**src/rtl/loader_pkg.sv**
```systemverilog
// Shared types and constants for the program loader and its byte assembler.
package loader_pkg;

    localparam int unsigned BYTES_PER_WORD = 4;
    localparam int unsigned HDR_WIDTH      = 16;

    typedef enum logic [2:0] {
        StIdle,
        StHdrLo,
        StHdrHi,
        StData,
        StWrite,
        StDone,
        StErr
    } loader_state_t;

endpackage

```
**src/rtl/byte_assembler.sv**
```systemverilog
// Packs little-endian bytes into a word; word_o shows the word including the byte being loaded.
module byte_assembler
    import loader_pkg::*;
#(
    parameter int unsigned Width = 32
) (
    input  logic             clk_i,
    input  logic             rst_ni,
    input  logic             load_i,
    input  logic [7:0]       byte_i,
    input  logic             clear_i,
    output logic [Width-1:0] word_o,
    output logic             word_full_o
);

    logic [Width-1:0] word_q, word_d;
    logic [1:0]       cnt_q, cnt_d;

    always_comb begin
        word_d = word_q;
        cnt_d  = cnt_q;
        if (clear_i) begin
            cnt_d = '0;
        end else if (load_i) begin
            // First byte ends up in [7:0] after four shifts.
            word_d = {byte_i, word_q[Width-1:8]};
            cnt_d  = cnt_q + 2'd1;
        end
    end

    always_ff @(posedge clk_i) begin
        if (!rst_ni) begin
            word_q <= '0;
            cnt_q  <= '0;
        end else begin
            word_q <= word_d;
            cnt_q  <= cnt_d;
        end
    end

    assign word_o      = word_d;
    assign word_full_o = load_i && !clear_i && (cnt_q == 2'(BYTES_PER_WORD - 1));

endmodule

```
**src/rtl/program_loader.sv**
```systemverilog
// Streams a length-prefixed byte image into instruction memory while holding the core.
module program_loader
    import loader_pkg::*;
#(
    parameter int unsigned WIDTH      = 32,
    parameter int unsigned ADDR_WIDTH = 11
) (
    input  logic                  clk_i,
    input  logic                  rst_ni,
    input  logic                  start_i,
    input  logic                  byte_valid_i,
    input  logic [7:0]            byte_data_i,
    output logic                  byte_ready_o,
    output logic                  flash_en_o,
    output logic [ADDR_WIDTH-1:0] flash_addr_o,
    output logic [WIDTH-1:0]      flash_data_o,
    output logic                  cpu_hold_o,
    output logic                  busy_o,
    output logic                  done_o,
    output logic                  error_o
);

    localparam int unsigned IdxW = ADDR_WIDTH + 1;

    loader_state_t         state_q, state_d;
    logic [HDR_WIDTH-1:0]  n_q, n_d;
    logic [IdxW-1:0]       idx_q, idx_d;
    logic [ADDR_WIDTH-1:0] flash_addr_q, flash_addr_d;
    logic [WIDTH-1:0]      flash_data_q, flash_data_d;

    logic                  accept;
    logic [HDR_WIDTH-1:0]  n_full;
    logic                  n_ok;
    logic                  last_word;
    logic                  asm_load, asm_clear, asm_full;
    logic [WIDTH-1:0]      asm_word;

    assign byte_ready_o = (state_q == StHdrLo) || (state_q == StHdrHi) || (state_q == StData);
    assign accept       = byte_valid_i && byte_ready_o;
    assign n_full       = {byte_data_i, n_q[7:0]};
    assign n_ok         = (n_full != '0) && (32'(n_full) <= (32'd1 << ADDR_WIDTH));
    assign last_word    = (HDR_WIDTH'(idx_q) == (n_q - HDR_WIDTH'(1)));
    assign asm_load     = (state_q == StData) && accept;
    assign asm_clear    = (state_q == StHdrHi) && accept;

    byte_assembler #(
        .Width(WIDTH)
    ) u_byte_assembler (
        .clk_i      (clk_i),
        .rst_ni     (rst_ni),
        .load_i     (asm_load),
        .byte_i     (byte_data_i),
        .clear_i    (asm_clear),
        .word_o     (asm_word),
        .word_full_o(asm_full)
    );

    always_comb begin
        state_d      = state_q;
        n_d          = n_q;
        idx_d        = idx_q;
        flash_addr_d = flash_addr_q;
        flash_data_d = flash_data_q;
        case (state_q)
            StIdle, StDone, StErr: begin
                if (start_i) state_d = StHdrLo;
            end
            StHdrLo: begin
                if (accept) begin
                    n_d[7:0] = byte_data_i;
                    state_d  = StHdrHi;
                end
            end
            StHdrHi: begin
                if (accept) begin
                    n_d[15:8] = byte_data_i;
                    idx_d     = '0;
                    state_d   = n_ok ? StData : StErr;
                end
            end
            StData: begin
                if (asm_full) begin
                    flash_addr_d = idx_q[ADDR_WIDTH-1:0];
                    flash_data_d = asm_word;
                    state_d      = StWrite;
                end
            end
            StWrite: begin
                if (last_word) begin
                    state_d = StDone;
                end else begin
                    idx_d   = idx_q + IdxW'(1);
                    state_d = StData;
                end
            end
            default: state_d = StIdle;
        endcase
    end

    always_ff @(posedge clk_i) begin
        if (!rst_ni) begin
            state_q      <= StIdle;
            n_q          <= '0;
            idx_q        <= '0;
            flash_addr_q <= '0;
            flash_data_q <= '0;
        end else begin
            state_q      <= state_d;
            n_q          <= n_d;
            idx_q        <= idx_d;
            flash_addr_q <= flash_addr_d;
            flash_data_q <= flash_data_d;
        end
    end

    assign flash_en_o   = (state_q == StWrite);
    assign flash_addr_o = flash_addr_q;
    assign flash_data_o = flash_data_q;
    assign cpu_hold_o   = (state_q != StDone);
    assign busy_o       = byte_ready_o || (state_q == StWrite);
    assign done_o       = (state_q == StDone);
    assign error_o      = (state_q == StErr);

endmodule

```
**config.mk**
```make
export PLATFORM = sky130hd
export DESIGN_NAME = program_loader
export DESIGN_NICKNAME = d
export VERILOG_FILES = /design/src/rtl/loader_pkg.sv /design/src/rtl/byte_assembler.sv /design/src/rtl/program_loader.sv
export SDC_FILE = /design/constraint.sdc
export NUM_CORES = 1
export LEC_CHECK = 0
export BUFFER_PORTS_ARGS = -buffer_cell sky130_fd_sc_hd__buf_2
export CAP_MARGIN = 20
export CORE_ASPECT_RATIO = 1.2
export CORE_MARGIN = 2
export CORE_UTILIZATION = 61
export CTS_CLUSTER_DIAMETER = 150
export DETAILED_ROUTE_END_ITERATION = 7
export GPL_TIMING_DRIVEN = 0
export PLACE_DENSITY = 0.84
export SYNTH_ARGS = -nofsm -noshare
export SYNTH_HDL_FRONTEND = slang
export SYNTH_SLANG_ARGS = --single-unit
```
**constraint.sdc**
```tcl
create_clock -name clk_i -period 7.5 [get_ports clk_i]
set_clock_uncertainty 0.1 [all_clocks]
set_input_delay 1.5 -clock clk_i [delete_from_list [all_inputs] [get_ports clk_i]]
set_output_delay 1.5 -clock clk_i [all_outputs]
set_load 0.02 [all_outputs]
```
# ---- Yosys cells after proc, flatten, opt, wreduce, memory -nomap -nowiden
# Cells that the tools add are included.
dict set report word_totals {
  register_bits 108
  input_bits 12
  output_inout_bits 49
  elab_cells 59
}
dict set report classes {
  n_addsub 3
  order_cmp 1
  n_eq_ne 14
  mux 12
  bitwise_logic 1
  reduce_logical 20
}
# cell n
set ops {}
lappend ops {{two-way mux 32 bit} 2}
lappend ops {{two-way mux 12 bit} 2}
lappend ops {{one-hot mux 12 bit (2 select lines)} 1}
lappend ops {{two-way mux 3 bit} 6}
lappend ops {{equality test 12 x 16 -> 1 bit} 1}
lappend ops {{<= comparator 16 x 12 -> 1 bit, second input constant} 1}
lappend ops {{nonzero test 16 bit} 1}
lappend ops {{subtractor 16 x 1 -> 16 bit, second input constant} 1}
lappend ops {{one-hot mux 3 bit (5 select lines)} 1}
lappend ops {{adder 12 x 1 -> 12 bit, second input constant} 1}
lappend ops {{!= test 2 bit, second input constant} 5}
lappend ops {{equality test 3 bit, second input constant} 3}
lappend ops {{equality test 3 x 2 -> 1 bit, second input constant} 2}
lappend ops {{logical AND 1 bit} 6}
lappend ops {{AND reduction 2 bit} 3}
lappend ops {{AND reduction 4 bit} 1}
lappend ops {{equality test 3 x 1 -> 1 bit, second input constant} 1}
lappend ops {{zero test 3 bit} 1}
lappend ops {{logical OR 1 bit} 3}
lappend ops {{!= test 3 bit, second input constant} 1}
lappend ops {{AND reduction 3 bit} 1}
lappend ops {{OR reduction 3 bit} 1}
lappend ops {{adder 2 x 1 -> 2 bit, second input constant} 1}
lappend ops {{equality test 2 bit, second input constant} 1}
lappend ops {{4 further kinds} 4}

# ---- Depth between registers and ports, before layout
# Gate-level depths: netlist (run 1).
dict set report depth {
  ltp_word 10
  ltp_mapped 13
  depth_no_buf 9
}

# ---- Hierarchy
# A second synthesis (run 1) with hierarchy kept.
dict set report unflattened {
  hier_cells 620
  area_unflattened_um2 5467.7
}
# mod n_inst cells_each area_each_um2 seq_area_each_um2
set by_module_without_submodules {}
lappend by_module_without_submodules {program_loader 1 463 3719.8 1481.4}
lappend by_module_without_submodules {byte_assembler 1 157 1747.9 680.7}

# ---- Least setup slack after synthesis (run 1)
# Ideal clock, no wire load.
dict set report synth_timing {
  kind {register -> register}
  from {reg n_q[0]}
  to {reg state_q[1]}
  setup_time_ns 0.115
  t_arrival_ns 2.768
  required_time_ns 7.285
  path_slack_ns 4.517
  path_stages_with_launch 14
  path_buffers 4
  period_less_slack_ns 2.983
  path_cell_list {dfxtp_1 inv_1 ha_1 buf_4 or4b_1 buf_2 o31a_1 or4_1 o211ai_2 and4_1 buf_6 buf_8 nor2_1 o21a_1}
}
dict set report synth_via {
  elab_chain_len 4
}
# item line
set synth_lines {}
lappend synth_lines {{start: declaration} program_loader.sv:26} ;# logic [HDR_WIDTH-1:0] n_q, n_d;
lappend synth_lines {{start signal: assignment} program_loader.sv:109} ;# n_q <= n_d;
lappend synth_lines {{subtractor 16 x 1 -> 16 bit} program_loader.sv:42} ;# assign last_word = (HDR_WIDTH'(idx_q) == (n_q - HDR_WIDTH'(1)));
lappend synth_lines {{equality test 12 x 16 -> 1 bit} program_loader.sv:42}
lappend synth_lines {{two-way mux 3 bit} program_loader.sv:89} ;# if (last_word) begin
lappend synth_lines {{one-hot mux 3 bit (5 select lines)} program_loader.sv:64} ;# case (state_q)
lappend synth_lines {{end signal: assignment} program_loader.sv:102} ;# state_q <= StIdle;
lappend synth_lines {{end signal: assignment} program_loader.sv:108} ;# state_q <= state_d;
lappend synth_lines {{end: declaration} program_loader.sv:25} ;# loader_state_t state_q, state_d;
# No other way between the ends.
# A chain may end at the register's enable or synchronous reset.

# ---- Final worst setup path (run 1)
dict set report layout_timing {
  from {reg state_q[0]}
  to {out flash_en_o}
}
dict set report layout_via {
  elab_chain_len 1
}
# item line
set layout_lines {}
lappend layout_lines {{equality test 3 bit} program_loader.sv:116} ;# assign flash_en_o = (state_q == StWrite);
lappend layout_lines {{end: declaration} program_loader.sv:14} ;# output logic flash_en_o,
# No other way between the ends.

==> reports/results.txt, run 1 <==
Inst Count DP = 735
r2r startpoint = n_q[0]
post-route cell area = 5100 um^2
number of synthesized register bits = 100
clock buffer count from CTS = 9
Crit. path cell count = 7
met1 usage = 33.5%
WS Path Type = reg2out
Pre-Repair DR Iteration Count = 5
Worst Setup EP = flash_en_o
worst setup path startpoint = state_q[0]
post-synthesis compound-gate area fraction = 16.2%
slack of the worst reg-to-reg path = 4.22 ns
grt ovf = 0
setup violators final = 0
CTS sink cnt = 100
total wire length = 11,400 um
reg2reg path depth = 12
Leak = 1.89 nW
Critical Path End Type = primary output
CTS Root Cell = clkbuf_8
Ports = 61
FP Rows = 34
slowest CP cell = dfxtp_1
Async S/R FF share, synth = 0%
post-synthesis mux area share = 1.59%
Achievable Freq = 0.277 GHz
FILL cells = 616
Ant. Diodes = 0
clock slew seen by the registers of the worst setup and hold paths = 0.09 ns
via count = 4,380
Avg Inst Size Synth = 7.65 um^2
Area Overhead vs Synth = 13.9%
final period utilization = 48.1%
post-layout minimum cycle time = 3.61 ns
post-synthesis simple-gate area fraction = 27.6%
status = finished, final reports clean
CTS tree = done
DP HPWL = 8370 um
vias per cell = 5.83
first-pass GRT wire length = 18,700 um
port buffer count = 60
overall power = 1.28 mW
sequential share of the synthesized area = 44.7%
Non-Filler Instances = 751
Die ar. = 8040 um^2
Die W = 82.2 um
Global Route Usage Sum = 29.7%
Primary FF master, synth = dfxtp_1
Most Frequent Cell on Critical Path = buf_2
Hold/Removal Path Class = reg2reg
Core Region = 7190 um^2
Pwr Density = 250 nW/um^2
crit path buf inv count = 5
Synth Cell Area = 4480 um^2
largest net degree at the start of global routing = 17
Startpoint Class = register
CP Max Fanout = 10
r2r endpoint = idx_q[1]
NumNets Final = 671
adder-cell share of the synthesized area = 0.838%
WP data arrival = 2.01 ns
DR WL/cell = 15.2 um
RSZ-0062 raised after global routing = false
worst hold stages = 2
max-cap violations = 0
latest clock arrival within the worst-skew pair = 0.36 ns
Worst VDD drop = 0.000173 V
Worst-Margin Slew = 0.655 ns
Hold Vio Cnt, Final = 0
DR iter-0 viols = 268
post-synthesis net count = 600
cell breakdown of the critical path = clkbuf_1 -> nor2_1 -> nand2_1 -> buf_2 -> buf_4 -> inv_1 -> buf_2
Post-CTS Hold Fix Bufs = 0
dpl cell area = 4890 um^2
XOR/XNOR Fraction of Synth Area = 3.91%
routability cong. = 0.907
busiest grt layer = met2
postcts setup bufs = 0
M3 GR Usage = 4.16%
PostCTS Resize Cnt = 0
share of cells above drive strength 1 = 14.1%
M2 GR Usage = 51.8%
Crit path required time = 5.90 ns
Die Y-Extent = 97.8 um
Worst path top cell family by delay = buffers and inverters
Yosys warnings = 0
Cells after Synth = 585
Clock Tree Buf Depth = 2
Synth cell types = 51
# DRC = 0
H-tree levels = 3
Post-synth EDFFs = 0
Slew headroom = 55.9%
main combinational cell family by area after synthesis = simple AND/OR/NAND/NOR gates
number of global-route vias before repair = 4,180
CP max stage delay = 0.34 ns
initial antenna violation count = 0
Max Slew Vio Count = 0
setup TNS = 0 ns
Antenna Violating Nets Remaining = 0
Starting Density = 62.3%
[layout by cell type, fill, tap and decap left out, types with 3 or more instances in the layout]
| cell | synthesis | routed |
|---|---|---|
| clkbuf_1 | 36 | 36 |
| nor4_1 | 10 | 10 |
| xnor2_1 | 12 | 12 |
| inv_1 | 8 | 8 |
| nor3_2 | 3 | 3 |
| clkbuf_8 | 0 | 11 |
| and2_1 | 4 | 4 |
| a21oi_1 | 95 | 95 |
| o211ai_1 | 3 | 3 |
| xor2_1 | 8 | 8 |
| nor2b_1 | 3 | 3 |
| dfxtp_1 | 100 | 100 |
| nand4_1 | 10 | 10 |
| nor2_1 | 13 | 13 |
| nor3_1 | 8 | 8 |
| nand2_1 | 187 | 187 |
| o31ai_1 | 5 | 5 |
| o21ai_0 | 3 | 3 |
| or3_1 | 10 | 10 |
| ha_1 | 3 | 3 |
| mux2i_1 | 6 | 6 |
| buf_2 | 3 | 63 |
| nand3_1 | 11 | 11 |
| or4_1 | 7 | 7 |
[Yosys cell counts, types with 2 or more instances]
cell type,number,area (um^2)
buf_4,2,15.0
and2_1,4,25.0
xnor2_1,12,105
ha_1,3,37.5
o21a_1,2,15.0
inv_1,8,30.0
o22a_1,2,17.5
xor2_1,8,70.1
dfxtp_1,100,2000
nor2_1,13,48.8
mux2i_1,6,60.1
nand3_1,11,55.1
nor4_1,10,62.6
o211ai_2,2,25.0
clkbuf_1,36,135
nor2b_1,3,18.8
a21oi_1,95,475
or3_1,10,62.6
and3_1,2,12.5
nor3_2,3,30.0
o211ai_1,3,22.5
o2111ai_1,2,17.5
or4_1,7,52.6
o21ai_0,3,15.0
nand2b_1,2,12.5
nor3_1,8,40.0
o31a_1,2,17.5
o31ai_1,5,37.5
a2bb2oi_1,2,17.5
nand2_1,187,702
nand4_1,10,62.6
buf_2,3,15.0
[cell type report]
| type | count | area, um^2 | share of cell area [%] |
|---|---|---|---|
| multi-input combinational | 432 | 2250 | 44.0 |
| sequential | 100 | 2000 | 39.3 |
| timing repair buffer | 60 | 300 | 5.89 |
| buffer | 44 | 195 | 3.83 |
| clock buffer | 11 | 151 | 2.97 |
| tap | 90 | 113 | 2.21 |
| clock inverter | 5 | 57.6 | 1.13 |
| inverter | 9 | 33.8 | 0.663 |
[worst min-delay path, cell delays in order, from the launching register on]
cell     delay, ns
dfxtp_1       0.32
nand2_1       0.05
a21oi_1       0.05
[where the power goes]
group | switching [mW] | internal (mW) | total (mW)
registers | 0.0244 | 0.550 | 0.575
clock network | 0.185 | 0.173 | 0.359
logic | 0.208 | 0.135 | 0.343
[routing by layer]
metal	vias up	wire, um
met3	41	596
met2	149	5930
met4	0	457
met1	2065	4460
met5	-	0
li1	2125	-
[stage by stage]
stage	hold WS [ns]	setup slack [ns]	utilization, %
floorplan	0.332	4.52	-
global placement	0.341	4.24	68.0
detailed placement	0.346	4.17	68.0
CTS	0.356	3.92	70.9
global route	0.363	3.76	70.9
finish	0.359	3.89	70.9
[kinds of logic (layout without fill, tap and decap cells)]
kind of cell | count (synthesis) | after routing
flops | 100 | 100
compound gates | 126 | 126
mux | 7 | 7
fa+ha+maj | 3 | 3
simple gates | 276 | 276
buf+inv | 53 | 129
xor+xnor | 20 | 20
[state kept, by name (all words and copies together), names as in the netlist]
name	count
idx_q	12
n_q	16
flash_data_o	32
state_q	3
u_byte_assembler.word_q	24
u_byte_assembler.cnt_q	2
flash_addr_o	11
[worst min path at each step]
stage | startpoint | end | slack (ns)
finish | flash_data_o[12] | flash_data_o[12] | 0.36
global route | u_byte_assembler.word_q[9] | flash_data_o[1] | 0.36
floorplan | u_byte_assembler.word_q[8] | flash_data_o[0] | 0.33
detailed placement | flash_data_o[4] | flash_data_o[4] | 0.35
global placement | flash_data_o[29] | flash_data_o[29] | 0.34
CTS | u_byte_assembler.word_q[9] | flash_data_o[1] | 0.36
No activity file was read; power rests on OpenSTA's default activity.
==> run 2: changes to the inputs <==
CORE_UTILIZATION = 51   (was 61)
PLACE_DENSITY = 0.75   (was 0.84)
clock period = 3.1 ns   (was 7.5 ns; I/O delays follow)
==> reports/results.txt, run 2 (synthesized netlist as in run 1, its figures left out) <==
status = finished, final reports clean
r2r startpoint = n_q[1]
Worst-Margin Slew = 0.603 ns (-0.0525 ns)
DP HPWL = 8360 um (-0.21%)
NumNets Final = 684 (+1.9%)
clock buffer count from CTS = 9 (unchanged)
Leak = 1.98 nW (+5.0%)
WP data arrival = 3.26 ns (+1.25 ns)
grt ovf = 0 (unchanged)
slack of the worst reg-to-reg path = 0.008 ns (-4.21 ns)
Pre-Repair DR Iteration Count = 4 (-1)
routability cong. = 0.938 (+3.4%)
Global Route Usage Sum = 24.7% (-5.0 points)
cell breakdown of the critical path = inv_4 -> ha_4 -> buf_6 -> or4b_4 -> buf_6 -> o31a_1 -> or4_4 -> o211ai_2 -> and4_4 -> buf_6 -> clkbuf_16 -> nor3_2 -> mux2i_1
number of global-route vias before repair = 4,114 (-1.6%)
first-pass GRT wire length = 18,500 um (-1.0%)
latest clock arrival within the worst-skew pair = 0.37 ns (about the same)
Pwr Density = 612 nW/um^2 (+140%)
reg2reg path depth = 13 (+1)
H-tree levels = 3 (unchanged)
Startpoint Class = register
FILL cells = 794 (+29%)
Critical Path End Type = register
worst setup path startpoint = n_q[1]
Die Y-Extent = 107 um (+9.0%)
Non-Filler Instances = 791 (+5.3%)
Worst VDD drop = 0.000308 V (+78%)
most common cell after layout, fill and taps aside = nand2_1
most frequent cells in the layout = 187 x nand2_1, 98 x dfxtp_1, 94 x a21oi_1
multi-input combinational cell area = 2330 um^2 (+3.7%)
CP Max Fanout = 8 (-2)
register area = 2010 um^2 (+0.38%)
Ant. Diodes = 0 (unchanged)
port buffer count = 60 (unchanged)
CTS Root Cell = clkbuf_8
RSZ-0062 raised after global routing = true
dpl cell area = 4920 um^2 (+0.69%)
Ports = 61 (unchanged)
FP Rows = 37 (+8.8%)
CTS tree = done
Clock Tree Buf Depth = 2 (unchanged)
Die ar. = 9550 um^2 (+19%)
post-layout minimum cycle time = 3.09 ns
Inst Count DP = 762 (+3.7%)
largest net degree at the start of global routing = 19 (+2)
vias per cell = 5.53 (-5.2%)
Antenna Violating Nets Remaining = 0 (unchanged)
initial antenna violation count = 0 (unchanged)
Most Frequent Cell on Critical Path = buf_6
Die W = 89.5 um (+8.9%)
share of cells above drive strength 1 = 18.0% (+3.9 points)
CP max stage delay = 0.52 ns (+0.18 ns)
Hold/Removal Path Class = reg2reg
slowest CP cell = or4_4
total wire length = 11,700 um (+2.3%)
via count = 4,374 (-0.14%)
Crit path required time = 3.27 ns (-2.63 ns)
post-route cell area = 5370 um^2 (+5.4%)
CTS sink cnt = 100 (unchanged)
Largest register FFs = 32 (unchanged)
switch share = 33.1% (+0.36 points)
max-cap violations = 0 (unchanged)
DR iter-0 viols = 210 (-22%)
Reg power frac = 42.3% (-2.7 points)
r2r endpoint = idx_q[9]
Hold Vio Cnt, Final = 0 (unchanged)
Area Overhead vs Synth = 20.0%
final period utilization = 99.8%
setup violators final = 0 (unchanged)
DR WL/cell = 14.8 um (-2.9%)
P_int = 2.20 mW (+160%)
Switch Pwr = 1.09 mW (+160%)
Core Region = 8560 um^2 (+19%)
# DRC = 0 (unchanged)
Achievable Freq = 0.323 GHz
Post-CTS Hold Fix Bufs = 0 (unchanged)
Max Slew Vio Count = 0 (unchanged)
Combinational Power Share = 28.9% (+2.0 points)
WS Path Type = reg2reg
Starting Density = 52.3% (-10 points)
Clk pwr share = 28.8% (+0.7 points)
clock slew seen by the registers of the worst setup and hold paths = 0.10 ns (about the same)
Worst Setup EP = idx_q[9]
Slew headroom = 59.6% (+3.7 points)
## run 2: cell count changes in the layout (fill, tap and decap cells not counted), sizes merged
cell and change:
bufinv +1, clkbuf -1, clkinvlp +1, buf +12
## run 2: critical path, delay by kind of cell (launching register included)
kind                     cells  cell delay, ns
AO/OA/AOI/OAI                2            0.42
adder cells (fa/ha/maj)      1            0.12
buffers and inverters        5            0.60
flip-flops                   1            0.37
multiplexers                 1            0.11
AND/OR/NAND/NOR              4            1.28
## run 2: cell type report
class	instances	area share (%)
multi-input combinational	432	43.3
sequential	100	37.4
timing repair buffer	73	7.69
buffer	44	3.82
tap	117	2.72
clock buffer	9	2.31
clock inverter	7	2.05
inverter	9	0.675
## run 2: how the worst min path moves through the flow
stage | cells past startpoint | from | to
2_1_floorplan | 2 | u_byte_assembler.word_q[8] | flash_data_o[0]
3_3_place_gp | 2 | flash_addr_o[4] | flash_addr_o[4]
3_5_place_dp | 2 | flash_addr_o[4] | flash_addr_o[4]
4_1_cts | 2 | u_byte_assembler.word_q[10] | flash_data_o[2]
5_1_grt | 2 | flash_data_o[27] | flash_data_o[27]
6_report | 2 | flash_addr_o[4] | flash_addr_o[4]
## run 2: what timing repair did
item,in CTS,in global routing
endpoints found under the setup margin,10,13
setup buffers,1,10
hold endpoints to repair,0,0
gates cloned,0,2
gates resized for setup,6,19
pin swaps,2,13
## run 2: power groups by stage
stage | Combinational, mW | Clock (mW) | Sequential [mW]
final | 0.949 | 0.948 | 1.39
after floorplan | 0.647 | 0 | 1.40
after detailed placement | 0.819 | 0 | 1.42
after CTS | 0.841 | 0.958 | 1.39
after global placement | 0.788 | 0 | 1.42
after global routing | 1.05 | 1.02 | 1.40
## run 2: routing by layer
metal	vias up	track usage (%)	wire (um)
met3	50	5.08	624
met5	-	0	0
li1	2155	-	-
met2	147	41.5	5920
met1	2022	29.2	4630
met4	0	12.4	537
## run 2: through the flow
stage / setup TNS [ns] / power, mW / setup WS, ns / utilization [%] / hold WS (ns)
after floorplan: 0 / 2.05 / 0.117 / - / 0.332
after global placement: -0.687 / 2.20 / -0.119 / 57.5 / 0.341
after detailed placement: -0.815 / 2.24 / -0.127 / 57.5 / 0.344
after CTS: 0 / 3.19 / 0.0119 / 60.5 / 0.357
after global routing: -0.591 / 3.46 / -0.0729 / 62.7 / 0.376
final: 0 / 3.29 / 0.00768 / 62.7 / 0.356
==> run 3: changes to the inputs <==
CORE_UTILIZATION = 53   (was 51)
PLACE_DENSITY = 0.76   (was 0.75)
SYNTH_HIERARCHICAL = 1   (was default)
==> reports/results.txt, run 3 <==
status = finished, final reports clean
reg2reg path depth = 12 (-1)
Hold/Removal Path Class = reg2reg
r2r startpoint = n_q[0]
Critical Path End Type = register
CTS sink cnt = 108 (+8.0%)
Post-CTS Hold Fix Bufs = 0 (unchanged)
share of cells above drive strength 1 = 22.1% (+4.1 points)
number of synthesized register bits = 108 (+8.0%)
Post-synth EDFFs = 0 (unchanged)
routability cong. = 0.894 (-4.6%)
Synth cell types = 58 (+14%)
multi-input combinational cell area = 3080 um^2 (+32%)
overall power = 3.61 mW (+9.6%)
area leader, netlist = dfxtp_1
total wire length = 13,300 um (+14%)
Ports = 61 (unchanged)
Async S/R FF share, synth = 0% (unchanged)
Avg Inst Size Synth = 8.82 um^2 (+15%)
Pwr Density = 572 nW/um^2 (-6.6%)
number of global-route vias before repair = 4,516 (+9.8%)
hold_sp = u_byte_assembler/word_q[4]
Primary FF master, synth = dfxtp_1
NumNets Final = 709 (+3.7%)
initial antenna violation count = 0 (unchanged)
Pre-Repair DR Iteration Count = 4 (unchanged)
WP data arrival = 3.09 ns (-0.17 ns)
final period utilization = 95.0% (-4.7 points)
register area = 2160 um^2 (+7.7%)
port buffer count = 60 (unchanged)
CP Max Fanout = 10 (+2)
Achievable Freq = 0.339 GHz (+5.0%)
Inst Count DP = 806 (+5.8%)
sequential share of the synthesized area = 39.5% (-5.2 points)
first-pass GRT wire length = 21,600 um (+17%)
Global Route Usage Sum = 24.0% (-0.72 points)
CTS tree = done
top cells by count, synth = 172 x nand2_1, 108 x dfxtp_1, 59 x a21boi_0, 35 x mux2i_1, 27 x clkbuf_1
most frequent cells in the layout = 172 x nand2_1, 106 x dfxtp_1, 64 x buf_2
max-cap violations = 0 (unchanged)
FILL cells = 896 (+13%)
Hold Vio Cnt, Final = 0 (unchanged)
Slew headroom = 36.9% (-23 points)
Antenna Violating Nets Remaining = 0 (unchanged)
most frequent cell after synthesis = nand2_1
Worst-Margin Slew = 0.944 ns (+0.342 ns)
Die Y-Extent = 115 um (+8.1%)
DR WL/cell = 16.2 um (+9.2%)
CTS Root Cell = clkbuf_16
Die ar. = 11,100 um^2 (+17%)
Ant. Diodes = 0 (unchanged)
Crit path required time = 3.24 ns (-0.03 ns)
latest clock arrival within the worst-skew pair = 0.34 ns (-0.03 ns)
via count = 4,567 (+4.4%)
clock slew seen by the registers of the worst setup and hold paths = 0.07 ns (-0.03 ns)
WS Path Type = reg2reg
FP Rows = 40 (+8.1%)
most common cell after layout, fill and taps aside = nand2_1
fin util = 63.0% (+0.24 points)
worst hold stages = 2 (unchanged)
Leak = 2.37 nW (+20%)
top cells by area, synth = dfxtp_1 40%, nand2_1 12%, a21boi_0 8.1%, mux2i_1 6.4%, mux2_4 4.7%
post-synthesis net count = 635 (+5.8%)
Cells after Synth = 620 (+6.0%)
Max Slew Vio Count = 0 (unchanged)
Yosys warnings = 6 (+6)
Die W = 96.7 um (+8.0%)
Clock Tree Buf Depth = 2 (unchanged)
# DRC = 0 (unchanged)
Startpoint Class = register
vias per cell = 5.54 (+0.23%)
largest net degree at the start of global routing = 18 (-1)
post-layout minimum cycle time = 2.95 ns (-0.147 ns)
Core Region = 10,000 um^2 (+17%)
Worst VDD drop = 0.000302 V (-1.9%)
worst setup path startpoint = n_q[0]
Area Overhead vs Synth = 15.3%
setup violators final = 0 (unchanged)
DP HPWL = 9990 um (+20%)
Synth Cell Area = 5470 um^2 (+22%)
clock buffer count from CTS = 9 (unchanged)
grt ovf = 0 (unchanged)
Starting Density = 54.6% (+2.4 points)
DR iter-0 viols = 203 (-3.3%)
Non-Filler Instances = 824 (+4.2%)
post-synth top area share = 39.5% (-5.2 points)
H-tree levels = 3 (unchanged)
## run 3: what timing repair did
item	4_1_cts	5_1_grt
endpoints found under the setup margin	52	52
buffers inserted	2	2
gates resized for setup	9	12
pin swaps	0	0
## run 3: metal layers
| layer | GRT usage (%) | part of all wire (%) |
|---|---|---|
| met4 | 11.5 | 3.3 |
| met1 | 25.5 | 39 |
| met2 | 46.3 | 54 |
| met3 | 3.59 | 3.4 |
| met5 | 0 | 0 |
## run 3: final cells by class
type                    instances  area share [%]
well taps                     126            2.50
flip-flops and latches        108            34.3
plain buffers                  39            3.91
inverters                       8           0.536
multi-input cells             464            48.9
clock inverters                 6            1.01
clock buffers                   9            3.57
repair buffers                 64            5.24
## run 3: kinds of logic after synthesis
family	after synthesis	synth area share, %
simple gates	263	22.3
flops	108	39.5
compound gates	107	14.5
mux	67	14.2
buf+inv	48	4.99
xor+xnor	24	3.84
fa+ha+maj	3	0.687
## run 3: path summary, 6_finish.rpt
path,to,slack [ns]
worst max-delay path,idx_q[11],0.15
worst min-delay path,u_byte_assembler/word_q[4],0.36
worst max register to register,idx_q[11],0.15
worst min register to register,u_byte_assembler/word_q[4],0.36
## run 3: power by group
part,internal [mW],leakage [nW],switching [mW]
Sequential,1.43,0.872,0.0547
Combinational,0.421,1.36,0.580
Clock,0.623,0.143,0.497
Total,2.47,2.37,1.13
## run 3: critical path, cell delays in order (launching register included)
cell,delay (ns)
dfxtp_2,0.40
inv_1,0.09
ha_4,0.19
o21ba_2,0.20
a221o_1,0.36
a22o_1,0.21
a2111oi_4,0.35
nand4_2,0.20
a21oi_4,0.22
buf_6,0.16
buf_6,0.14
nor4_1,0.05
o21a_1,0.16
## run 3: per-stage QoR
stage	instance area, um^2	TNS (ns)	worst slack [ns]	hold slack, ns
6_report	6300	0	0.154	0.358
5_1_grt	6300	-0.0319	-0.0124	0.382
4_1_cts	6240	0	0.0591	0.362
3_5_place_dp	5930	-15.75	-0.438	0.353
3_3_place_gp	5930	-13.35	-0.351	0.340
2_1_floorplan	5470	0	0.302	0.332
